`config.mk`:
```
export PLATFORM = sky130hd
export DESIGN_NAME = pipe_hazard_scoreboard_flat
export DESIGN_NICKNAME = d
export VERILOG_FILES = /design/src/rtl/pipe_hazard_scoreboard_pkg.sv /design/src/rtl/pipe_hazard_scoreboard_if.sv /design/src/rtl/pipe_hazard_scoreboard_tag_match.sv /design/src/rtl/pipe_hazard_scoreboard.sv /design/src/flat_wrapper.sv
export SDC_FILE = /design/constraint.sdc
export NUM_CORES = 1
export LEC_CHECK = 0
export ABC_AREA = 1
export ABC_CLOCK_PERIOD_IN_PS = 5280
export CAP_MARGIN = 15
export CORE_AREA = 2 2 98 100
export CTS_CLUSTER_DIAMETER = 100
export DETAILED_ROUTE_END_ITERATION = 8
export DIE_AREA = 0 0 100 102
export DONT_BUFFER_PORTS = 1
export PLACE_DENSITY = 0.53
export SLEW_MARGIN = 20
export SYNTH_ARGS = -nofsm -noshare
export SYNTH_HDL_FRONTEND = slang
export SYNTH_SLANG_ARGS = --single-unit
```
`constraint.sdc`:
```
create_clock -name CLK -period 5.28 [get_ports CLK]
set_input_delay 0.264 -clock CLK [delete_from_list [all_inputs] [get_ports CLK]]
set_output_delay 0.264 -clock CLK [all_outputs]
set_load 0.05 [all_outputs]
```
`src/rtl/pipe_hazard_scoreboard_pkg.sv`:
```
// Shared types for the hazard scoreboard: slot tag layout, select and register constants.
package pipe_pkg;
  localparam int PKG_REG_W   = 5;
  localparam int FWD_REGFILE = 0;

  typedef logic [PKG_REG_W-1:0] reg_idx_t;

  localparam reg_idx_t REG_ZERO = '0;

  typedef struct packed {
    logic     valid;
    reg_idx_t rw;
    logic     is_load;
  } slot_t;

  // A slot is a producer of src only when it is live and not targeting r0.
  function automatic logic slot_hit(slot_t s, reg_idx_t src);
    return s.valid && (s.rw != REG_ZERO) && (s.rw == src);
  endfunction
endpackage

```
`src/rtl/pipe_hazard_scoreboard_if.sv`:
```
// Decode-side bundle between the ID stage and the hazard scoreboard.
interface pipe_hazard_scoreboard_if #(
  parameter int REG_W = 5,
  parameter int FWD_W = 2,
  parameter int CNT_W = 16
);
  logic             id_valid;
  logic [REG_W-1:0] id_rs;
  logic [REG_W-1:0] id_rt;
  logic             id_rs_used;
  logic             id_rt_used;
  logic [REG_W-1:0] id_rw;
  logic             id_reg_write;
  logic             id_mem_read;
  logic             flush;
  logic [FWD_W-1:0] fwd_a;
  logic [FWD_W-1:0] fwd_b;
  logic             stall;
  logic             bubble;
  logic [CNT_W-1:0] stall_cnt;
  logic [CNT_W-1:0] flush_cnt;

  modport master (
    output id_valid, id_rs, id_rt, id_rs_used, id_rt_used,
           id_rw, id_reg_write, id_mem_read, flush,
    input  fwd_a, fwd_b, stall, bubble, stall_cnt, flush_cnt
  );

  modport slave (
    input  id_valid, id_rs, id_rt, id_rs_used, id_rt_used,
           id_rw, id_reg_write, id_mem_read, flush,
    output fwd_a, fwd_b, stall, bubble, stall_cnt, flush_cnt
  );
endinterface

```
`src/rtl/pipe_hazard_scoreboard_tag_match.sv`:
```
// Priority matcher: youngest slot producing a source register, plus load-use flag.
module pipe_tag_match
  import pipe_pkg::*;
#(
  parameter int STAGES     = 3,
  parameter int LOAD_STAGE = 2,
  parameter int FWD_W      = $clog2(STAGES + 1)
) (
  input  slot_t [STAGES:1] slots,
  input  reg_idx_t         src,
  input  logic             used,
  output logic [FWD_W-1:0] sel,
  output logic             load_hz
);
  logic found;

  always_comb begin
    sel     = FWD_W'(FWD_REGFILE);
    load_hz = 1'b0;
    found   = 1'b0;
    // Slot 1 is the youngest, so the first hit in ascending order wins.
    for (int k = 1; k <= STAGES; k++) begin
      if (!found && used && slot_hit(slots[k], src)) begin
        found   = 1'b1;
        sel     = FWD_W'(k);
        load_hz = slots[k].is_load && (k < LOAD_STAGE);
      end
    end
  end
endmodule

```
`src/rtl/pipe_hazard_scoreboard.sv`:
```
// Tag-chain hazard scoreboard: forwarding selects, load-use stall, bubble, perf counters.
module pipe_hazard_scoreboard
  import pipe_pkg::*;
#(
  parameter int NREG       = 32,
  parameter int REG_W      = 5,
  parameter int STAGES     = 3,
  parameter int LOAD_STAGE = 2,
  parameter int CNT_W      = 16,
  parameter int FWD_W      = $clog2(STAGES + 1)
) (
  input logic                    CLK,
  input logic                    Reset_L,
  pipe_hazard_scoreboard_if.slave bus
);
  if (STAGES < 2 || STAGES > 8) begin : g_bad_stages
    $error("pipe_hazard_scoreboard: STAGES must be 2..8");
  end
  if (LOAD_STAGE < 1 || LOAD_STAGE > STAGES) begin : g_bad_load
    $error("pipe_hazard_scoreboard: LOAD_STAGE must be 1..STAGES");
  end
  if (REG_W != PKG_REG_W || NREG != (1 << REG_W)) begin : g_bad_reg
    $error("pipe_hazard_scoreboard: REG_W/NREG disagree with pipe_pkg");
  end

  slot_t [STAGES:1] slots;
  slot_t            slot_in;
  logic [FWD_W-1:0] sel_a, sel_b;
  logic             hz_a, hz_b;
  logic             hazard, stall, bubble;
  logic [CNT_W-1:0] stall_cnt, flush_cnt;

  pipe_tag_match #(.STAGES(STAGES), .LOAD_STAGE(LOAD_STAGE), .FWD_W(FWD_W)) u_match_rs (
    .slots   (slots),
    .src     (bus.id_rs),
    .used    (bus.id_rs_used),
    .sel     (sel_a),
    .load_hz (hz_a)
  );

  pipe_tag_match #(.STAGES(STAGES), .LOAD_STAGE(LOAD_STAGE), .FWD_W(FWD_W)) u_match_rt (
    .slots   (slots),
    .src     (bus.id_rt),
    .used    (bus.id_rt_used),
    .sel     (sel_b),
    .load_hz (hz_b)
  );

  // Flush dominates: a squashed instruction never stalls and never enters slot 1.
  assign hazard = hz_a | hz_b;
  assign stall  = bus.id_valid & ~bus.flush & hazard;
  assign bubble = stall | bus.flush;

  always_comb begin
    slot_in = '0;
    if (!bubble) begin
      slot_in.valid   = bus.id_valid & bus.id_reg_write & (bus.id_rw != REG_ZERO);
      slot_in.rw      = bus.id_rw;
      slot_in.is_load = bus.id_mem_read;
    end
  end

  always_ff @(negedge CLK or negedge Reset_L) begin
    if (!Reset_L) begin
      slots <= '0;
    end else begin
      for (int k = STAGES; k >= 2; k--) slots[k] <= slots[k-1];
      slots[1] <= slot_in;
    end
  end

  always_ff @(negedge CLK or negedge Reset_L) begin
    if (!Reset_L) begin
      stall_cnt <= '0;
      flush_cnt <= '0;
    end else begin
      if (stall && (stall_cnt != '1)) stall_cnt <= stall_cnt + 1'b1;
      if (bus.flush && (flush_cnt != '1)) flush_cnt <= flush_cnt + 1'b1;
    end
  end

  assign bus.fwd_a     = sel_a;
  assign bus.fwd_b     = sel_b;
  assign bus.stall     = stall;
  assign bus.bubble    = bubble;
  assign bus.stall_cnt = stall_cnt;
  assign bus.flush_cnt = flush_cnt;
endmodule

```
`src/flat_wrapper.sv`:
```
// flat-port wrapper written by rule: the top's interface ports become plain ports
module pipe_hazard_scoreboard_flat import pipe_pkg::*;
#(
  parameter int NREG       = 32,
  parameter int REG_W      = 5,
  parameter int STAGES     = 3,
  parameter int LOAD_STAGE = 2,
  parameter int CNT_W      = 16,
  parameter int FWD_W      = $clog2(STAGES + 1)
)
  (CLK, Reset_L, bus_id_valid, bus_id_rs, bus_id_rt, bus_id_rs_used, bus_id_rt_used, bus_id_rw, bus_id_reg_write, bus_id_mem_read, bus_flush, bus_fwd_a, bus_fwd_b, bus_stall, bus_bubble, bus_stall_cnt, bus_flush_cnt);
  pipe_hazard_scoreboard_if #(.REG_W(REG_W), .FWD_W(FWD_W), .CNT_W(CNT_W)) bus_i ();
  input logic CLK;
  input logic Reset_L;
  input wire logic [$bits(bus_i.id_valid)-1:0] bus_id_valid;
  input wire logic [$bits(bus_i.id_rs)-1:0] bus_id_rs;
  input wire logic [$bits(bus_i.id_rt)-1:0] bus_id_rt;
  input wire logic [$bits(bus_i.id_rs_used)-1:0] bus_id_rs_used;
  input wire logic [$bits(bus_i.id_rt_used)-1:0] bus_id_rt_used;
  input wire logic [$bits(bus_i.id_rw)-1:0] bus_id_rw;
  input wire logic [$bits(bus_i.id_reg_write)-1:0] bus_id_reg_write;
  input wire logic [$bits(bus_i.id_mem_read)-1:0] bus_id_mem_read;
  input wire logic [$bits(bus_i.flush)-1:0] bus_flush;
  output wire logic [$bits(bus_i.fwd_a)-1:0] bus_fwd_a;
  output wire logic [$bits(bus_i.fwd_b)-1:0] bus_fwd_b;
  output wire logic [$bits(bus_i.stall)-1:0] bus_stall;
  output wire logic [$bits(bus_i.bubble)-1:0] bus_bubble;
  output wire logic [$bits(bus_i.stall_cnt)-1:0] bus_stall_cnt;
  output wire logic [$bits(bus_i.flush_cnt)-1:0] bus_flush_cnt;
  assign bus_i.id_valid = bus_id_valid;
  assign bus_i.id_rs = bus_id_rs;
  assign bus_i.id_rt = bus_id_rt;
  assign bus_i.id_rs_used = bus_id_rs_used;
  assign bus_i.id_rt_used = bus_id_rt_used;
  assign bus_i.id_rw = bus_id_rw;
  assign bus_i.id_reg_write = bus_id_reg_write;
  assign bus_i.id_mem_read = bus_id_mem_read;
  assign bus_i.flush = bus_flush;
  assign bus_fwd_a = bus_i.fwd_a;
  assign bus_fwd_b = bus_i.fwd_b;
  assign bus_stall = bus_i.stall;
  assign bus_bubble = bus_i.bubble;
  assign bus_stall_cnt = bus_i.stall_cnt;
  assign bus_flush_cnt = bus_i.flush_cnt;
  pipe_hazard_scoreboard #(.NREG(NREG), .REG_W(REG_W), .STAGES(STAGES), .LOAD_STAGE(LOAD_STAGE), .CNT_W(CNT_W), .FWD_W(FWD_W)) u_core (.CLK(CLK), .Reset_L(Reset_L), .bus(bus_i));
endmodule
```
==> impl_metrics.csv, run 1 <==
group,metric,value,unit
clocking,postCtsSetupRepairBufs,0,
place,numPortBuffers,0,
cells_and_area,final_cells,479,
cells_and_area,drive_above_1_share,5.98,%
global_routing,grt_max_degree,52,
global_routing,grt_pass1_vias,2383,
hold_path,min_path_type,"reg -> reg",
logic_synthesis,syn_inst,363,
cells_and_area,layout.nets,392,
sta,tns,0,ns
cells_and_area,area_delta_synth_final,7.47,%
power,p_leak,1.55,nW
routing,via_count,2327,
global_routing,grt_antenna_before_repair,0,
clocking,clk-insertion-delay-late,0.31,ns
sta,worst_slew_pin_slew,0.622,ns
floorplanning,die_x,100,um
floorplanning,ioPinCount,61,
sta,report.final.slew_viol_count,0,
logic_synthesis,avgSynthCellArea,8.12,um^2
critical_path,slowest_stage,"dfrtn_1",
clocking,ctsHoldBuffers,0,
global_routing,grt_overflow,0,
routing,wl_per_cell,14.1,um
logic_synthesis,synth_seq_cells,51,
clocking,cts_max_level,2,
place,place_congestion,0.836,
clocking,clock_sinks,51,
place,pre_cts_ws,0.668,ns
floorplanning,num_rows,35,
routing,wl,6730,um
clocking,clockRootBuffer,"clkbuf_8",
global_routing,grt_pass1_wl,11400,um
floorplanning,die_area,0.0102,mm^2
routing,drc_errors,0,
place,dp.cells,471,
clocking,path_clk_slew,0.07,ns
sta,max_slew_margin,58.5,%
sta,finalWorstSetupSlack,0.353,ns
logic_synthesis,synth_nets,388,
sta,setup_viol,0,
place,dp_hpwl,5040,um
routing,vias_per_cell,4.86,
cells_and_area,fillCellCount,966,
logic_synthesis,netlist_area,0.00295,mm^2
cells_and_area,antenna_cells,0,
power,finalPower,0.915,mW
clocking,cts_resized,0,
floorplanning,fp.dieH,102,um
power,peakVddDrop,0.239,mV
logic_synthesis,yosys_warnings,0,
outcome,status,"finished, final reports clean",
sta,finClkSkew,0.0119,ns
critical_path,crit_type,"reg -> out",
floorplanning,initial_utilization,32.3,%
critical_path,worstPathArrival,4.66,ns
floorplanning,coreArea,0.00911,mm^2
sta,whs,0.333,ns
clocking,cts_buffers,5,
global_routing,grt_usage,14.0,%
sta,hold_viol,0,
critical_path,cp_data_required_time,5.02,ns
routing,dr.first_iter.drc_count,71,
critical_path,cpPeakStageDelay,0.49,ns
clocking,clk_path_buf_depth,2,
sta,rsz0062_at_grt,"false",
logic_synthesis,seq_area_frac_synth,43.3,%
logic_synthesis,synth.distinct_cells,27,
critical_path,path_common_cell,"nand2_1",
power,power_density,289,mW/mm^2
critical_path,cp_max_fo,19,
routing,antenna_left,0,
clocking,cts_tree,"done",
routing,drt_pre_antenna_iters,4,
critical_path,critPathCaptureType,"output pin",
critical_path,crit_chain,"xnor2_1, nand2_1, nor2_1, nand4_1, nand2_4, nand2_1, nand2_2",
critical_path,start_kind,"flip-flop",
run,cap_violations,0,
==> layout make-up <==
cell class	count	area, um^2	share of cell area, %
Sequential cell	51	1280	40.3
Tap cell	111	139	4.39
Clock inverter	2	16.3	0.514
Multi-Input combinational cell	275	1510	47.8
Clock buffer	6	82.6	2.61
Inverter	31	116	3.67
Timing Repair Buffer	3	22.5	0.711
==> registers in the layout, indices dropped and copies added (netlist names) <==
register / cells
u_core.bus.flush_cnt: 16
u_core.bus.stall_cnt: 16
u_core.slots: 19
==> final timing paths <==
kind	start	to	slack (ns)	cells past startpoint
hold / removal	u_core.slots[13]	u_core.slots[20]	0.33	0
hold reg to reg	u_core.slots[13]	u_core.slots[20]	0.33	0
setup reg to reg	u_core.bus.flush_cnt[1]	u_core.bus.flush_cnt[2]	2.84	8
min in group asynchronous	Reset_L	u_core.bus.stall_cnt[8]	2.17	0
max in group asynchronous	Reset_L	u_core.bus.stall_cnt[12]	2.97	0
setup / recovery	u_core.slots[1]	bus_bubble	0.35	7
==> cell usage in the layout, fill, tap and decap left out <==
cell type,instances
nor3_4,2
nand3_1,19
xnor2_1,16
nand2_1,99
nand3_4,1
o21ai_1,7
o311ai_0,1
inv_1,27
ha_1,2
a21oi_1,1
nor2_1,43
a21boi_1,1
and3_1,1
nor3_1,15
clkbuf_8,6
nand2_4,1
nand3b_1,1
nand2_2,2
buf_4,3
nand4_4,1
dfrtn_1,51
clkinv_4,1
xor2_1,37
inv_2,4
nand2b_1,1
clkinvlp_4,1
nand4_1,24
==> power breakdown <==
part / switching, mW / internal [mW]
clock: 0.139 / 0.107
sequential: 0.147 / 0.427
combinational: 0.0517 / 0.0423
total: 0.339 / 0.577
==> critical path: cells and delay by family (launching register included) <==
| family | cells | cell delay (ns) |
|---|---|---|
| and+or+nand+nor | 6 | 1.08 |
| DFF | 1 | 0.49 |
| xor gates and xnor gates | 1 | 0.14 |
==> per-stage QoR <==
step	utilization (%)	instance area, um^2
2_1_floorplan	-	2950
3_3_place_gp	33.7	3070
3_5_place_dp	33.7	3070
4_1_cts	34.8	3170
5_1_grt	34.8	3170
6_report	34.8	3170
==> cell usage after synthesis, drive strengths merged <==
master  count  area [um^2]
nor3       17          108
nand3b      1         7.51
xnor2      16          140
dfrtn      51         1280
nand2b      1         6.26
nand2     102          395
inv        31          116
o21ai       7         35.0
ha          2         25.0
nand4      25          171
a21oi       1         5.00
and3        1         6.26
nand3      20          113
nor2       43          161
xor2       37          324
buf         6         40.0
o311ai      1         8.76
a21boi      1         7.51
==> kinds of logic (layout without fill, tap and decap cells) <==
kind of cell	Yosys count	after routing	share of synthesized area, %
AND/OR/NAND/NOR	210	210	32.9
XOR/XNOR	53	53	15.8
flip-flops	51	51	43.3
buffers and inverters	37	42	5.31
AO/OA/AOI/OAI	10	10	1.91
adder cells (fa/ha/maj)	2	2	0.849
==> layer usage <==
metal	vias up	global-route usage [%]	wire length, um
li1	1180	-	-
met1	1076	18.2	3100
met2	64	23.5	3130
met3	7	3.69	445
met4	0	3.37	62
met5	-	0	0
Power figures use the tool's default switching activity.
==> inputs of run 2 (changes only) <==
--- a/config.mk
+++ b/config.mk
@@ -6,7 +6,7 @@
 export NUM_CORES = 1
 export LEC_CHECK = 0
 export ABC_AREA = 1
-export ABC_CLOCK_PERIOD_IN_PS = 5280
+export ABC_CLOCK_PERIOD_IN_PS = 5200
 export CAP_MARGIN = 15
 export CORE_AREA = 2 2 98 100
 export CTS_CLUSTER_DIAMETER = 100
==> constraint.sdc (replaced) <==
create_clock -name CLK -period 5.2 [get_ports CLK]
set_input_delay 0.26 -clock CLK [delete_from_list [all_inputs] [get_ports CLK]]
set_output_delay 0.26 -clock CLK [all_outputs]
set_load 0.05 [all_outputs]
==> run 2 against run 1 <==
Compared with the run above: combinational power rose by 1%; die area did not move; power rose by 1.5%; final area did not move; sequential power rose by 2%; clock power rose by 2%; clock skew did not move; non-clock buffer count did not move.
==> impl_metrics.csv, run 2 (synthesis gave the netlist of run 1 again) <==
group,metric,value,unit
routing,drt_pre_antenna_iters,4,
cells_and_area,area_delta_synth_final,7.47,%
critical_path,path_depth,7,
sta,worst_slew_pin_slew,0.622,ns
clocking,cts_resized,0,
critical_path,path_buf_inv,0,
run,cap_violations,0,
critical_path,worstPathArrival,4.62,ns
power,power_density,293,mW/mm^2
global_routing,grt_overflow,0,
place,place_congestion,0.836,
critical_path,critPathTopFamily,"simple AND/OR/NAND/NOR gates",
cells_and_area,reg.largest.list,"u_core.slots (19), u_core.bus.flush_cnt (16), u_core.bus.stall_cnt (16)",
routing,drc_errors,0,
critical_path,worstRegToRegCells,8,
floorplanning,die_area,0.0102,mm^2
critical_path,start_kind,"flip-flop",
cells_and_area,top_register,"u_core.slots",
critical_path,path_common_cell,"nand2_1",
clocking,cts_max_level,2,
cells_and_area,antenna_cells,0,
critical_path,reg2reg_from,"u_core.bus.flush_cnt[1]",
power,pwr-share-comb,10.3,%
routing,wl,6730,um
critical_path,r2r_slack,2.76,ns
critical_path,slowest_stage,"dfrtn_1",
outcome,status,"finished, final reports clean",
critical_path,crit_start,"u_core.slots[1]",
critical_path,cp_max_fo,19,
routing,dr.first_iter.drc_count,68,
clocking,clockRootBuffer,"clkbuf_8",
critical_path,crit_chain,"xnor2_1, nand2_1, nor2_1, nand4_1, nand2_4, nand2_1, nand2_2",
floorplanning,ioPinCount,61,
power,p_leak,1.55,nW
sta,finalWorstSetupSlack,0.317,ns
global_routing,grt_usage,14.0,%
clocking,path_clk_slew,0.07,ns
clocking,clk-insertion-delay-late,0.31,ns
critical_path,cpPeakStageDelay,0.49,ns
sta,rsz0062_at_grt,"false",
power,peakVddDrop,0.243,mV
routing,antenna_left,0,
floorplanning,initial_utilization,32.3,%
cells_and_area,final_common_cell,"nand2_1",
sta,finClkSkew,0.0119,ns
critical_path,crit_type,"reg -> out",
clocking,postCtsSetupRepairBufs,0,
floorplanning,coreArea,0.00911,mm^2
clocking,cts_buffers,5,
hold_path,min_path_type,"reg -> reg",
floorplanning,num_rows,35,
sta,max_slew_margin,58.5,%
cells_and_area,final_area,0.00317,mm^2
clocking,clk_path_buf_depth,2,
clocking,cts_tree,"done",
routing,wl_per_cell,14.1,um
clocking,clock_sinks,51,
critical_path,timing.rr.end,"u_core.bus.flush_cnt[2]",
cells_and_area,post-route-util,34.8,%
floorplanning,die_x,100,um
power,switching_share,37.0,%
power,power.share.clock,27.0,%
place,pre_cts_ws,0.632,ns
global_routing,grt_antenna_before_repair,0,
place,dp.cells,471,
place,numPortBuffers,0,
floorplanning,fp.dieH,102,um
cells_and_area,drive_above_1_share,5.98,%
critical_path,worst_setup_path_endpoint,"bus_bubble",
routing,via_count,2327,
sta,tns,0,ns
cells_and_area,largest_reg_flops,19,
clocking,ctsHoldBuffers,0,
power,seq_power_share,62.8,%
cells_and_area,final_cells,479,
cells_and_area,layout.nets,392,
critical_path,critPathCaptureType,"output pin",
cells_and_area,final_cell_mix,"nand2_1 (99), dfrtn_1 (51), nor2_1 (43), xor2_1 (37), inv_1 (27)",
sta,setup_viol,0,
power,p_int,0.585,mW
sta,whs,0.333,ns
sta,report.final.slew_viol_count,0,
place,dpl_cell_area,0.00307,mm^2
global_routing,grt_max_degree,52,
global_routing,grt_pass1_vias,2385,
global_routing,grt_pass1_wl,11400,um
routing,vias_per_cell,4.86,
power,p_switching,0.344,mW
sta,hold_viol,0,
critical_path,cp_data_required_time,4.94,ns
place,dp_hpwl,5040,um
power,finalPower,0.929,mW
[run 2: cell counts in the layout (fill, tap and decap cells not counted)]
Identical to the previous run, type by type.
[run 2: layout make-up]
cell class	count	area [um^2]
inverter	31	116
clock inverter	2	16.3
tap	111	139
timing repair buffer	3	22.5
sequential	51	1280
fill	966	5940
clock buffer	6	82.6
multi-input combinational	275	1510
[run 2: power groups by stage]
stage               Clock, mW  Combinational [mW]  Sequential (mW)
finish                  0.251              0.0955            0.583
global route            0.276               0.112            0.590
floorplan                   0              0.0829            0.575
CTS                     0.262              0.0966            0.583
global placement            0              0.0949            0.590
detailed placement          0              0.0966            0.590
[run 2: how the worst min path moves through the flow]
stage,startpoint,slack [ns],end,cells past startpoint
finish,u_core.slots[13],0.33,u_core.slots[20],0
global placement,u_core.slots[13],0.34,u_core.slots[20],0
CTS,u_core.slots[13],0.34,u_core.slots[20],0
floorplan,u_core.slots[13],0.31,u_core.slots[20],0
global route,u_core.slots[13],0.35,u_core.slots[20],0
detailed placement,u_core.slots[13],0.34,u_core.slots[20],0
[run 2: layer usage]
layer,up-vias,GRT usage [%],wire length [um]
met2,64,23.5,3130
met1,1076,18.2,3090
met4,0,3.37,62
met5,-,0,0
met3,7,3.69,445
li1,1180,-,-
==> inputs of run 3 (changes only) <==
--- a/config.mk
+++ b/config.mk
@@ -6,7 +6,7 @@
 export NUM_CORES = 1
 export LEC_CHECK = 0
 export ABC_AREA = 1
-export ABC_CLOCK_PERIOD_IN_PS = 5200
+export ABC_CLOCK_PERIOD_IN_PS = 5500
 export CAP_MARGIN = 15
 export CORE_AREA = 2 2 98 100
 export CTS_CLUSTER_DIAMETER = 100
@@ -14,6 +14,7 @@
 export DIE_AREA = 0 0 100 102
 export DONT_BUFFER_PORTS = 1
 export PLACE_DENSITY = 0.53
+export RECOVER_POWER = 25
 export SLEW_MARGIN = 20
 export SYNTH_ARGS = -nofsm -noshare
 export SYNTH_HDL_FRONTEND = slang
==> constraint.sdc (replaced) <==
create_clock -name CLK -period 5.5 [get_ports CLK]
set_input_delay 0.275 -clock CLK [delete_from_list [all_inputs] [get_ports CLK]]
set_output_delay 0.275 -clock CLK [all_outputs]
set_load 0.05 [all_outputs]
==> run 3 against run 2 <==
Compared with the run above: hold slack gained 0.0014 ns; sequential power shrank 5.5%; non-clock buffer count is the same; count of clock-buffer cells in the layout is the same; sequential cell count is the same; critical endpoint unchanged.
==> impl_metrics.csv, run 3 (synthesis gave the netlist of run 1 again) <==
group,metric,value,unit
place,numPortBuffers,0,
clocking,clock_sinks,51,
critical_path,cp_max_fo,19,
clocking,path_clk_slew,0.07,ns
hold_path,min_path_type,"reg -> reg",
floorplanning,coreArea,0.00911,mm^2
cells_and_area,final_common_cell,"nand2_1",
critical_path,critPathCaptureType,"output pin",
clocking,cts_buffers,5,
power,peakVddDrop,0.223,mV
clocking,clockRootBuffer,"clkbuf_8",
sta,hold_viol,0,
global_routing,grt_antenna_before_repair,0,
power,finalPower,0.878,mW
critical_path,reg2reg_from,"u_core.bus.flush_cnt[1]",
routing,wl,6740,um
critical_path,worst_setup_path_endpoint,"bus_bubble",
cells_and_area,layout.nets,392,
routing,drt_pre_antenna_iters,4,
routing,via_count,2350,
place,place_congestion,0.836,
sta,worst_slew_pin_slew,0.627,ns
cells_and_area,largest_reg_flops,19,
clocking,clk-insertion-delay-late,0.31,ns
floorplanning,initial_utilization,32.3,%
global_routing,grt_overflow,0,
outcome,status,"finished, final reports clean",
cells_and_area,reg.largest.list,"u_core.slots (19), u_core.bus.flush_cnt (16), u_core.bus.stall_cnt (16)",
sta,setup_viol,0,
routing,antenna_left,0,
clocking,ctsHoldBuffers,0,
cells_and_area,final_cell_mix,"nand2_1 (99), dfrtn_1 (51), nor2_1 (43), xor2_1 (37), inv_1 (27)",
critical_path,crit_type,"reg -> out",
sta,report.final.slew_viol_count,0,
cells_and_area,fillCellCount,978,
critical_path,cp_data_required_time,5.22,ns
cells_and_area,drive_above_1_share,5.98,%
critical_path,r2r_slack,3.05,ns
place,dp_hpwl,5050,um
floorplanning,num_rows,35,
global_routing,grt_pass1_wl,11300,um
floorplanning,die_area,0.0102,mm^2
global_routing,grt_max_degree,52,
clocking,cts_resized,0,
global_routing,grt_pass1_vias,2354,
routing,wl_per_cell,14.1,um
clocking,cts_max_level,2,
cells_and_area,post-route-util,34.8,%
critical_path,crit_start,"u_core.slots[1]",
cells_and_area,top_register,"u_core.slots",
floorplanning,fp.dieH,102,um
sta,rsz0062_at_grt,"false",
routing,vias_per_cell,4.91,
critical_path,timing.rr.end,"u_core.bus.flush_cnt[2]",
routing,drc_errors,0,
cells_and_area,antenna_cells,0,
critical_path,start_kind,"flip-flop",
global_routing,grt_usage,13.9,%
power,p_leak,1.55,nW
floorplanning,die_x,100,um
floorplanning,ioPinCount,61,
cells_and_area,area_delta_synth_final,7.47,%
sta,tns,0,ns
sta,max_slew_margin,58.2,%
clocking,clk_path_buf_depth,2,
routing,dr.first_iter.drc_count,49,
clocking,cts_tree,"done",
clocking,postCtsSetupRepairBufs,0,
sta,finClkSkew,0.0129,ns
critical_path,worstPathArrival,4.76,ns
power,power_density,277,mW/mm^2
critical_path,worstRegToRegCells,8,
run,cap_violations,0,
==> run 3: area by class of cell <==
type	count	area, um^2	share of cell area [%]
well taps	111	139	4.39
clock buffers	6	82.6	2.61
inverters	31	116	3.67
clock inverters	2	16.3	0.514
repair buffers	3	22.5	0.711
multi-input cells	275	1510	47.8
flip-flops and latches	51	1280	40.3
==> run 3: power by group <==
| part | leakage [nW] | total (mW) | switching [mW] | internal [mW] |
|---|---|---|---|---|
| Sequential | 0.681 | 0.551 | 0.141 | 0.410 |
| Combinational | 0.817 | 0.0903 | 0.0496 | 0.0407 |
| Clock | 0.0474 | 0.237 | 0.134 | 0.103 |
==> run 3: layer usage <==
metal / global-route usage [%] / wire [um]
met1: 18.0 / 3080
met2: 23.3 / 3180
met4: 3.16 / 52
met5: 0 / 0
met3: 3.69 / 429
==> run 3: worst max-delay path, cell delays in order, from the launching register on <==
cell and delay (ns):
dfrtn_1 0.49, xnor2_1 0.14, nand2_1 0.07, nor2_1 0.13
nand4_1 0.18, nand2_4 0.25, nand2_1 0.14, nand2_2 0.32
==> run 3: worst min path at each step <==
stage                                  end  depth (start not counted)  slack [ns]        startpoint
final                     u_core.slots[20]                          0        0.33  u_core.slots[13]
after global routing      u_core.slots[20]                          0        0.34  u_core.slots[13]
after CTS                 u_core.slots[20]                          0        0.34  u_core.slots[13]
after detailed placement  u_core.slots[20]                          0        0.34  u_core.slots[13]
after global placement    u_core.slots[20]                          0        0.34  u_core.slots[13]
after floorplan           u_core.slots[20]                          0        0.31  u_core.slots[13]
==> run 3: stage by stage <==
stage / cell area, um^2 / worst slack [ns] / cells / hold WS, ns
floorplan: 2950 / 0.828 / 363 / 0.311
global placement: 3070 / 0.819 / 471 / 0.339
detailed placement: 3070 / 0.769 / 471 / 0.341
CTS: 3170 / 0.426 / 479 / 0.342
finish: 3170 / 0.463 / 479 / 0.334
global route: 3170 / 0.250 / 479 / 0.341
